$ cat src/rtl/alarm_pkg.sv
// Shared types and constants for the alarm sequencer slice.
package alarm_pkg;

  typedef enum logic [1:0] {
    StDisarmed,
    StArmed,
    StRinging,
    StSnooze
  } alarm_state_e;

  localparam int unsigned DefaultRingSecs   = 60;
  localparam int unsigned DefaultSnoozeSecs = 540;
  localparam int unsigned HourW             = 4;
  localparam int unsigned MinW              = 6;

  // Counter width large enough to hold the larger of the two reload values.
  function automatic int unsigned cnt_width(input int unsigned a, input int unsigned b);
    return $clog2(((a > b) ? a : b) + 1);
  endfunction

endpackage

$ cat src/rtl/alarm_sequencer_if.sv
// Button, time/alarm value and alarm status signals of the alarm sequencer.
interface alarm_sequencer_if;
  import alarm_pkg::*;

  logic             sec_tick;
  logic             alarm_en;
  logic             set_alarm;
  logic             set_time;
  logic             hours_btn;
  logic             mins_btn;
  logic             stop_btn;
  logic             snooze_btn;
  logic [HourW-1:0] time_hours;
  logic [MinW-1:0]  time_mins;
  logic             time_am_pm;
  logic [HourW-1:0] alarm_hours;
  logic [MinW-1:0]  alarm_mins;
  logic             alarm_am_pm;
  logic             alarm_hours_inc;
  logic             alarm_mins_inc;
  logic             time_hours_inc;
  logic             time_mins_inc;
  logic             buzzer;
  logic             ringing;
  logic             snoozing;

  modport master (
    output sec_tick, alarm_en, set_alarm, set_time, hours_btn, mins_btn, stop_btn, snooze_btn,
    output time_hours, time_mins, time_am_pm, alarm_hours, alarm_mins, alarm_am_pm,
    input  alarm_hours_inc, alarm_mins_inc, time_hours_inc, time_mins_inc,
    input  buzzer, ringing, snoozing
  );

  modport slave (
    input  sec_tick, alarm_en, set_alarm, set_time, hours_btn, mins_btn, stop_btn, snooze_btn,
    input  time_hours, time_mins, time_am_pm, alarm_hours, alarm_mins, alarm_am_pm,
    output alarm_hours_inc, alarm_mins_inc, time_hours_inc, time_mins_inc,
    output buzzer, ringing, snoozing
  );

endinterface

$ cat src/rtl/alarm_tick_counter.sv
// Loadable seconds down-counter; expire_o pulses on the tick that consumes the last second.
module alarm_tick_counter #(
  parameter int unsigned Width = 4
) (
  input  logic             clk,
  input  logic             reset,
  input  logic             en_i,
  input  logic             load_i,
  input  logic [Width-1:0] value_i,
  input  logic             tick_i,
  output logic             expire_o
);

  logic [Width-1:0] cnt_q, cnt_d;

  // A tick coinciding with a load is swallowed; the count saturates at zero.
  always_comb begin
    cnt_d = cnt_q;
    if (load_i) begin
      cnt_d = value_i;
    end else if (en_i && tick_i && (cnt_q != '0)) begin
      cnt_d = cnt_q - 1'b1;
    end
  end

  assign expire_o = en_i & tick_i & ~load_i & (cnt_q == Width'(1));

  always_ff @(posedge clk) begin
    if (reset) begin
      cnt_q <= '0;
    end else begin
      cnt_q <= cnt_d;
    end
  end

endmodule

$ cat src/rtl/alarm_sequencer.sv
// Alarm controller: steers set buttons, detects alarm match, sequences ring/snooze/stop.
// Optional BEEP_PATTERN_EN gates the buzzer 1 s on / 1 s off while ringing.
module alarm_sequencer
  import alarm_pkg::*;
#(
  parameter int unsigned RingSecs   = DefaultRingSecs,
  parameter int unsigned SnoozeSecs = DefaultSnoozeSecs
) (
  input logic               clk,
  input logic               reset,
  alarm_sequencer_if.slave  bus
);

  localparam int unsigned   CntW       = cnt_width(RingSecs, SnoozeSecs);
  localparam logic [CntW-1:0] RingLoad = CntW'(RingSecs);
  localparam logic [CntW-1:0] SnzLoad  = CntW'(SnoozeSecs);

  alarm_state_e state_q, state_d;
  logic match, match_q, trigger;
  logic ring_load, snz_load, ring_expire, snz_expire;
  logic alarm_hours_inc_q, alarm_mins_inc_q, time_hours_inc_q, time_mins_inc_q;
  logic buzzer_q, buzzer_d, ringing_q, snoozing_q;

  assign match   = (bus.time_hours == bus.alarm_hours) && (bus.time_mins == bus.alarm_mins) &&
                   (bus.time_am_pm == bus.alarm_am_pm);
  // Edge-only trigger: stopping inside the matching minute must not re-ring.
  assign trigger = match & ~match_q & ~bus.set_alarm & ~bus.set_time;

  always_comb begin
    state_d   = state_q;
    ring_load = 1'b0;
    snz_load  = 1'b0;
    if (!bus.alarm_en) begin
      state_d = StDisarmed;
    end else begin
      unique case (state_q)
        StDisarmed: state_d = StArmed;
        StArmed: begin
          if (trigger) begin
            state_d   = StRinging;
            ring_load = 1'b1;
          end
        end
        StRinging: begin
          if (bus.stop_btn) begin
            state_d = StArmed;
          end else if (bus.snooze_btn) begin
            state_d  = StSnooze;
            snz_load = 1'b1;
          end else if (ring_expire) begin
            state_d = StArmed;
          end
        end
        StSnooze: begin
          if (bus.stop_btn) begin
            state_d = StArmed;
          end else if (snz_expire) begin
            state_d   = StRinging;
            ring_load = 1'b1;
          end
        end
        default: state_d = StDisarmed;
      endcase
    end
  end

  alarm_tick_counter #(
    .Width (CntW)
  ) u_ring_cnt (
    .clk      (clk),
    .reset    (reset),
    .en_i     (state_q == StRinging),
    .load_i   (ring_load),
    .value_i  (RingLoad),
    .tick_i   (bus.sec_tick),
    .expire_o (ring_expire)
  );

  alarm_tick_counter #(
    .Width (CntW)
  ) u_snz_cnt (
    .clk      (clk),
    .reset    (reset),
    .en_i     (state_q == StSnooze),
    .load_i   (snz_load),
    .value_i  (SnzLoad),
    .tick_i   (bus.sec_tick),
    .expire_o (snz_expire)
  );

`ifdef BEEP_PATTERN_EN
  logic beep_q, beep_d;

  always_comb begin
    beep_d = beep_q;
    if ((state_d == StRinging) && (state_q != StRinging)) begin
      beep_d = 1'b1;
    end else if ((state_q == StRinging) && bus.sec_tick) begin
      beep_d = ~beep_q;
    end
    buzzer_d = (state_d == StRinging) & beep_d;
  end

  always_ff @(posedge clk) begin
    if (reset) begin
      beep_q <= 1'b0;
    end else begin
      beep_q <= beep_d;
    end
  end
`else
  assign buzzer_d = (state_d == StRinging);
`endif

  always_ff @(posedge clk) begin
    if (reset) begin
      state_q           <= StDisarmed;
      match_q           <= 1'b0;
      alarm_hours_inc_q <= 1'b0;
      alarm_mins_inc_q  <= 1'b0;
      time_hours_inc_q  <= 1'b0;
      time_mins_inc_q   <= 1'b0;
      buzzer_q          <= 1'b0;
      ringing_q         <= 1'b0;
      snoozing_q        <= 1'b0;
    end else begin
      state_q           <= state_d;
      match_q           <= match;
      alarm_hours_inc_q <= bus.set_alarm & bus.hours_btn;
      alarm_mins_inc_q  <= bus.set_alarm & bus.mins_btn;
      time_hours_inc_q  <= ~bus.set_alarm & bus.set_time & bus.hours_btn;
      time_mins_inc_q   <= ~bus.set_alarm & bus.set_time & bus.mins_btn;
      buzzer_q          <= buzzer_d;
      ringing_q         <= (state_d == StRinging);
      snoozing_q        <= (state_d == StSnooze);
    end
  end

  assign bus.alarm_hours_inc = alarm_hours_inc_q;
  assign bus.alarm_mins_inc  = alarm_mins_inc_q;
  assign bus.time_hours_inc  = time_hours_inc_q;
  assign bus.time_mins_inc   = time_mins_inc_q;
  assign bus.buzzer          = buzzer_q;
  assign bus.ringing         = ringing_q;
  assign bus.snoozing        = snoozing_q;

endmodule

$ cat src/flat_wrapper.sv
// flat-port wrapper written by rule: the top's interface ports become plain ports
module alarm_sequencer_flat import alarm_pkg::*;
#(
  parameter int unsigned RingSecs   = DefaultRingSecs,
  parameter int unsigned SnoozeSecs = DefaultSnoozeSecs
)
  (clk, reset, bus_sec_tick, bus_alarm_en, bus_set_alarm, bus_set_time, bus_hours_btn, bus_mins_btn, bus_stop_btn, bus_snooze_btn, bus_time_hours, bus_time_mins, bus_time_am_pm, bus_alarm_hours, bus_alarm_mins, bus_alarm_am_pm, bus_alarm_hours_inc, bus_alarm_mins_inc, bus_time_hours_inc, bus_time_mins_inc, bus_buzzer, bus_ringing, bus_snoozing);
  alarm_sequencer_if bus_i ();
  input logic clk;
  input logic reset;
  input wire logic [$bits(bus_i.sec_tick)-1:0] bus_sec_tick;
  input wire logic [$bits(bus_i.alarm_en)-1:0] bus_alarm_en;
  input wire logic [$bits(bus_i.set_alarm)-1:0] bus_set_alarm;
  input wire logic [$bits(bus_i.set_time)-1:0] bus_set_time;
  input wire logic [$bits(bus_i.hours_btn)-1:0] bus_hours_btn;
  input wire logic [$bits(bus_i.mins_btn)-1:0] bus_mins_btn;
  input wire logic [$bits(bus_i.stop_btn)-1:0] bus_stop_btn;
  input wire logic [$bits(bus_i.snooze_btn)-1:0] bus_snooze_btn;
  input wire logic [$bits(bus_i.time_hours)-1:0] bus_time_hours;
  input wire logic [$bits(bus_i.time_mins)-1:0] bus_time_mins;
  input wire logic [$bits(bus_i.time_am_pm)-1:0] bus_time_am_pm;
  input wire logic [$bits(bus_i.alarm_hours)-1:0] bus_alarm_hours;
  input wire logic [$bits(bus_i.alarm_mins)-1:0] bus_alarm_mins;
  input wire logic [$bits(bus_i.alarm_am_pm)-1:0] bus_alarm_am_pm;
  output wire logic [$bits(bus_i.alarm_hours_inc)-1:0] bus_alarm_hours_inc;
  output wire logic [$bits(bus_i.alarm_mins_inc)-1:0] bus_alarm_mins_inc;
  output wire logic [$bits(bus_i.time_hours_inc)-1:0] bus_time_hours_inc;
  output wire logic [$bits(bus_i.time_mins_inc)-1:0] bus_time_mins_inc;
  output wire logic [$bits(bus_i.buzzer)-1:0] bus_buzzer;
  output wire logic [$bits(bus_i.ringing)-1:0] bus_ringing;
  output wire logic [$bits(bus_i.snoozing)-1:0] bus_snoozing;
  assign bus_i.sec_tick = bus_sec_tick;
  assign bus_i.alarm_en = bus_alarm_en;
  assign bus_i.set_alarm = bus_set_alarm;
  assign bus_i.set_time = bus_set_time;
  assign bus_i.hours_btn = bus_hours_btn;
  assign bus_i.mins_btn = bus_mins_btn;
  assign bus_i.stop_btn = bus_stop_btn;
  assign bus_i.snooze_btn = bus_snooze_btn;
  assign bus_i.time_hours = bus_time_hours;
  assign bus_i.time_mins = bus_time_mins;
  assign bus_i.time_am_pm = bus_time_am_pm;
  assign bus_i.alarm_hours = bus_alarm_hours;
  assign bus_i.alarm_mins = bus_alarm_mins;
  assign bus_i.alarm_am_pm = bus_alarm_am_pm;
  assign bus_alarm_hours_inc = bus_i.alarm_hours_inc;
  assign bus_alarm_mins_inc = bus_i.alarm_mins_inc;
  assign bus_time_hours_inc = bus_i.time_hours_inc;
  assign bus_time_mins_inc = bus_i.time_mins_inc;
  assign bus_buzzer = bus_i.buzzer;
  assign bus_ringing = bus_i.ringing;
  assign bus_snoozing = bus_i.snoozing;
  alarm_sequencer #(.RingSecs(RingSecs), .SnoozeSecs(SnoozeSecs)) u_core (.clk(clk), .reset(reset), .bus(bus_i));
endmodule
$ cat config.mk
export PLATFORM = sky130hd
export DESIGN_NAME = alarm_sequencer_flat
export DESIGN_NICKNAME = d
export VERILOG_FILES = /design/src/rtl/alarm_pkg.sv /design/src/rtl/alarm_sequencer_if.sv /design/src/rtl/alarm_tick_counter.sv /design/src/rtl/alarm_sequencer.sv /design/src/flat_wrapper.sv
export SDC_FILE = /design/constraint.sdc
export NUM_CORES = 1
export LEC_CHECK = 0
export ABC_AREA = 1
export BUFFER_PORTS_ARGS = -buffer_cell sky130_fd_sc_hd__buf_2
export CAP_MARGIN = 20
export CORE_UTILIZATION = 51
export CTS_CLUSTER_SIZE = 10
export DETAILED_ROUTE_END_ITERATION = 8
export GPL_ROUTABILITY_DRIVEN = 0
export PLACE_DENSITY = 0.8
export SLEW_MARGIN = 10
export SYNTH_ARGS = -nofsm -noshare
export SYNTH_HDL_FRONTEND = slang
export SYNTH_HIERARCHICAL = 1
export SYNTH_SLANG_ARGS = --single-unit
$ cat constraint.sdc
create_clock -name clk -period 7.14 [get_ports clk]
set_clock_uncertainty 0.15 [all_clocks]
set_input_delay 0.714 -clock clk [delete_from_list [all_inputs] [get_ports clk]]
set_output_delay 0.714 -clock clk [all_outputs]
set_load 0.1 [all_outputs]
After elaboration in Yosys (flattened, before gate mapping):

Cells that the tools add are included.

* bitwise logic cells: 19
* add/subtract/negate cells: 2
* reduce and logical (&&, ||, !) cells: 13
* equality and inequality tests: 10
* muxes and demuxes: 21

Operators with widths (count)
* 10-bit by 1-bit equality test with 1-bit output (second input constant): 2
* 10-bit 2-to-1 mux: 2
* 10-bit nonzero test: 2
* 10-bit by 1-bit subtractor with 10-bit output (second input constant): 2
* 1-bit bitwise AND: 14
* 2-bit 2-to-1 mux: 7
* 6-bit 2-to-1 mux: 2
* 2-bit equality test (second input constant): 4
* 1-bit 2-to-1 mux: 8
* 2-bit case mux with 4 select lines: 1
* 6-bit equality test: 1
* 1-bit logical AND: 6
* 1-bit NOT: 5
* 4-bit equality test: 1
* 2-bit nonzero test: 2
* 2-bit OR reduction: 2
* 2-bit by 1-bit equality test with 1-bit output (second input constant): 1
* 2-bit zero test: 1
* 1-bit case mux with 2 select lines: 1
* 1-bit equality test: 1

* register bits: 29
* input port bits: 32

Longest topological paths before layout:

* depth after elaboration: 20
* gate-level depth with buffers: 18
* gate-level depth less buffers: 17

Cells and area by module:

Netlist, hierarchy kept.

By module, submodules not included
* alarm_tick_counter: area an instance 818.3 µm², cells an instance 128, times used 2, seq. area each 200.2 µm²
* alarm_sequencer: area an instance 584.3 µm², cells an instance 94, times used 1, seq. area each 180.2 µm²

Worst setup path before layout:

No wires, ideal clock.

* kind: input-to-reg
* from: input port bus_alarm_en
* to: register u_core.snoozing_q (netlist: u_core/bus.snoozing)
* path buffers: 2
* data required time: 6.878 ns
* stages on the path: 16
* path slack: 4.210 ns
* arrival: 2.669 ns
* cells stage by stage: inv_1 -> nor4_1 -> buf_6 -> inv_8 -> nand2_1 -> nor4_1 -> a31oi_2 -> nor3b_2 -> buf_6 -> inv_8 -> nand2_1 -> nor4_1 -> o41ai_1 -> nand2_1 -> nand2_1 -> nor2_1

* longest elaborated chain between the ends: 17

Ends and longest elaborated chain
* start: declaration: line flat_wrapper.sv:12 `input wire logic [$bits(bus_i.alarm_en)-1:0] bus_alarm_en;`
* 1-bit 2-to-1 mux: line alarm_sequencer.sv:33 `if (!bus.alarm_en) begin`
* via u_core.snz_load: line alarm_sequencer.sv:20 `logic ring_load, snz_load, ring_expire, snz_expire;`
* 1-bit NOT: line alarm_tick_counter.sv:26 `assign expire_o = en_i & tick_i & ~load_i & (cnt_q == Width'(1));`
* 1-bit bitwise AND (2 in a row): line alarm_tick_counter.sv:26
* via u_core.snz_expire: line alarm_sequencer.sv:20
* 1-bit 2-to-1 mux: line alarm_sequencer.sv:57 `end else if (snz_expire) begin`
* 1-bit 2-to-1 mux: line alarm_sequencer.sv:55 `if (bus.stop_btn) begin`
* 1-bit case mux with 2 select lines: line alarm_sequencer.sv:36 `unique case (state_q)`
* [1 not listed]
* via u_core.ring_load: line alarm_sequencer.sv:20
* [1 not listed]
* 1-bit bitwise AND (2 in a row): line alarm_tick_counter.sv:26
* via u_core.ring_expire: line alarm_sequencer.sv:20
* 2-bit 2-to-1 mux: line alarm_sequencer.sv:50 `end else if (ring_expire) begin`
* 2-bit 2-to-1 mux: line alarm_sequencer.sv:47 `end else if (bus.snooze_btn) begin`
* 2-bit 2-to-1 mux: line alarm_sequencer.sv:45 `if (bus.stop_btn) begin`
* 2-bit case mux with 4 select lines: line alarm_sequencer.sv:36
* 2-bit 2-to-1 mux: line alarm_sequencer.sv:33
* 2-bit equality test: line alarm_sequencer.sv:135 `snoozing_q <= (state_d == StSnooze);`
* end signal: assignment: line alarm_sequencer.sv:135
* end: declaration: line alarm_sequencer.sv:22 `logic buzzer_q, buzzer_d, ringing_q, snoozing_q;`

The timed path passes the listed nets, and every way through them passes these cells.
A chain may end at the register's enable or synchronous reset.

Worst setup path after layout:

* from: input port bus_alarm_en
* to: register u_core.state_q[0]

* longest elaborated chain between the ends: 16

Ends and longest elaborated chain
* 1-bit 2-to-1 mux: line alarm_sequencer.sv:33
* via u_core.snz_load: line alarm_sequencer.sv:20
* 1-bit NOT: line alarm_tick_counter.sv:26
* 1-bit bitwise AND (2 in a row): line alarm_tick_counter.sv:26
* via u_core.snz_expire: line alarm_sequencer.sv:20
* 1-bit 2-to-1 mux: line alarm_sequencer.sv:57
* 1-bit 2-to-1 mux: line alarm_sequencer.sv:55
* 1-bit case mux with 2 select lines: line alarm_sequencer.sv:36
* [1 not listed]
* via u_core.ring_load: line alarm_sequencer.sv:20
* 1-bit NOT: line alarm_tick_counter.sv:26
* 1-bit bitwise AND (2 in a row): line alarm_tick_counter.sv:26
* via u_core.ring_expire: line alarm_sequencer.sv:20
* 2-bit 2-to-1 mux: line alarm_sequencer.sv:50
* 2-bit 2-to-1 mux: line alarm_sequencer.sv:47
* 2-bit 2-to-1 mux: line alarm_sequencer.sv:45
* 2-bit case mux with 4 select lines: line alarm_sequencer.sv:36
* 2-bit 2-to-1 mux: line alarm_sequencer.sv:33
* end signal: assignment: line alarm_sequencer.sv:117 `state_q <= StDisarmed;`
* end signal: assignment: line alarm_sequencer.sv:127 `state_q <= state_d;`
* end: declaration: line alarm_sequencer.sv:18 `alarm_state_e state_q, state_d;`

The timed path passes the listed nets, and every way through them passes these cells.

==> impl_metrics.yaml <==
status:
  status: "completed"
drt:
  vias_per_cell: 4.86
  wirelength_um: 4820
  ant_nets: 0
  dr.first_iter.drc_count: 133
  wire_per_inst_um: 10.6
  vias: 2215
  drc: 0
  drt-pass1-iter-count: 4
clock_tree:
  clock_latency_ns: 0.27
  cts_resized: 0
  cts_setup_buffers: 0
  clk_path_buf_depth: 2
  cts_root_buf: "clkbuf_8"
  htreeDepth: 2
  cts-buffers-inserted: 5
  cts_hold_buf: 0
  path_clk_slew_ns: 0.06
  cts_tree: "built"
  clock-sinks: 29
floorplan:
  core_um2: 4090
  start_util: 0.543
  dieHeight_um: 68.0
  die-area_um2: 4620
  die_w_um: 68.0
  ioPinCount: 39
  rows: 23
sta:
  holdWs_ns: 0.360
  drv_slew: 0
  max_slew_margin: 0.314
  final_hold_viol_count: 0
  clock.fmax_mhz: 275
  setup_violations: 0
  final_period_minus_worst_setup_slack_ns: 3.64
  setup-tns-final_ns: 0
  worst_slew_pin_slew_ns: 1.02
  rsz0062_at_grt: "no"
  setup_ws_ns: 3.50
  fin_crit_sh: 0.509
power:
  p_leak_nw: 1.39
  power_mw: 0.332
  powerDensity_nw_per_um2: 130
  peakVddDrop_mv: 0.0784
synth:
  ys_ff_latch: 29
  syn_avg_cell_area_um2: 6.35
  netlist_area_um2: 2220
  ys_seq_area_frac: 0.261
  ys_types: 31
  syn_inst: 350
  yosysWarningCount: 6
placed_design:
  dpl.hpwl_um: 3730
  port_buffers: 38
  dpl_worst_slack_ns: 3.35
  placed_cells: 449
  place_area_um2: 2470
critical_path:
  critPathLaunchType: "primary input"
  critPathArrivalTime_ns: 3.62
  cp.required_ns: 7.12
  criticalPathCategory: "in2reg"
  r2r_cells: 15
  end_kind: "flip-flop"
  path_max_fanout: 16
run:
  drv_cap: 0
hold_path:
  min_delay_path_depth: 2
  hp-class: "reg2reg"
global_route:
  grt_pass1_vias: 1929
  grt_max_degree: 24
  antenna_found_initial: 0
  track_usage: 0.230
  grt_pass1_wl_um: 7980
  grt_overflow_total: 0
finish:
  layout_commonest_cell: "nand2_1"
  layout.cells.most_common_list: "nand2_1 (91), nor2_1 (49), inv_1 (41), buf_2 (38), nand3_1 (36)"
  fin_util: 0.626
  layout.cells.non_filler: 456
  reg_top3: "u_core/u_ring_cnt/cnt_q: 10 flops, u_core/u_snz_cnt/cnt_q: 10 flops, u_core/state_q: 2 flops"
  area_delta_synth_final_pct: 15.1
  n_antenna_cell: 0
  post_route_cells_drive_above_1_share: 0.217
  nets: 442
  post-route-cell-area_um2: 2560
final timing paths:
check                                                from                   endpoint  slack (ns)
worst min register to register  u_core/u_snz_cnt/cnt_q[1]  u_core/u_snz_cnt/cnt_q[1]        0.36
worst max register to register          u_core/state_q[0]          u_core/state_q[0]        3.64
worst max-delay path                         bus_alarm_en          u_core/state_q[0]        3.50
worst min-delay path            u_core/u_snz_cnt/cnt_q[1]  u_core/u_snz_cnt/cnt_q[1]        0.36
final cells by class:
type	instances	area, um2
Clock buffer	7	86.3
Fill cell	392	1530
Inverter	52	210
Multi-Input combinational cell	280	1430
Sequential cell	29	581
Tap cell	50	62.6
Timing Repair Buffer	38	190
cell usage after synthesis:
cell             instances  share of area
nor4_1                   3         0.0085
dfxtp_1                 29           0.26
o21ai_2                  4          0.016
nand4_1                  3         0.0085
nand3_1                 36          0.081
buf_6                    2          0.010
xor2_1                   2         0.0079
clkdlybuf4s18_2          2         0.0090
inv_8                    2          0.010
buf_4                    1         0.0034
a31oi_2                  1         0.0056
nor2_2                  10          0.028
xnor2_1                  7          0.028
nor3b_2                  1         0.0056
nor2_1                  49          0.083
nand2_1                 91           0.15
o41ai_1                  1         0.0039
nand3_4                  4          0.032
inv_1                   41          0.069
inv_2                    9          0.015
o21ai_0                 14          0.032
nor2_4                   2          0.010
a211oi_1                 1         0.0034
clkbuf_8                 2          0.012
nor3_2                   1         0.0045
ha_1                     4          0.023
nand2_2                  5          0.014
a21oi_1                 11          0.025
conb_1                   2         0.0034
nand2_4                  4          0.020
nor3_1                   6          0.014
cells by family (layout without fill, tap and decap cells):
| group | after synthesis | after routing | synth area share |
|---|---|---|---|
| buffers and inverters | 59 | 97 | 0.130 |
| adder cells (fa/ha/maj) | 4 | 4 | 0.0225 |
| flip-flops | 29 | 29 | 0.261 |
| XOR/XNOR | 9 | 9 | 0.0355 |
| AND/OR/NAND/NOR | 215 | 215 | 0.463 |
| other | 2 | 20 | 0.00338 |
| AO/OA/AOI/OAI | 32 | 32 | 0.0851 |
routing by layer:
| layer | track usage | wire length [um] |
|---|---|---|
| met1 | 0.292 | 2280 |
| met2 | 0.382 | 2220 |
| met3 | 0.0517 | 289 |
| met4 | 0.0703 | 32 |
| met5 | 0 | 0 |
worst max-delay path, stage by stage:
cell and delay [ns]:
buf_2 0.11, inv_1 0.13, nor4_2 0.14, inv_8 0.13
nand2_1 0.07, nor4_1 0.40, a31oi_2 0.16, nor3b_2 0.63
inv_8 0.13, nand2_1 0.15, nor4_1 0.09, o41ai_1 0.50
nand2_1 0.10, nand2_1 0.09, nor2_1 0.05
where the power goes:
part	total, mW	switching [mW]	internal, mW
Sequential	0.163	0.000487	0.163
Combinational	0.0338	0.0213	0.0125
Clock	0.135	0.0582	0.0763
(Power assumes the default switching activity.)
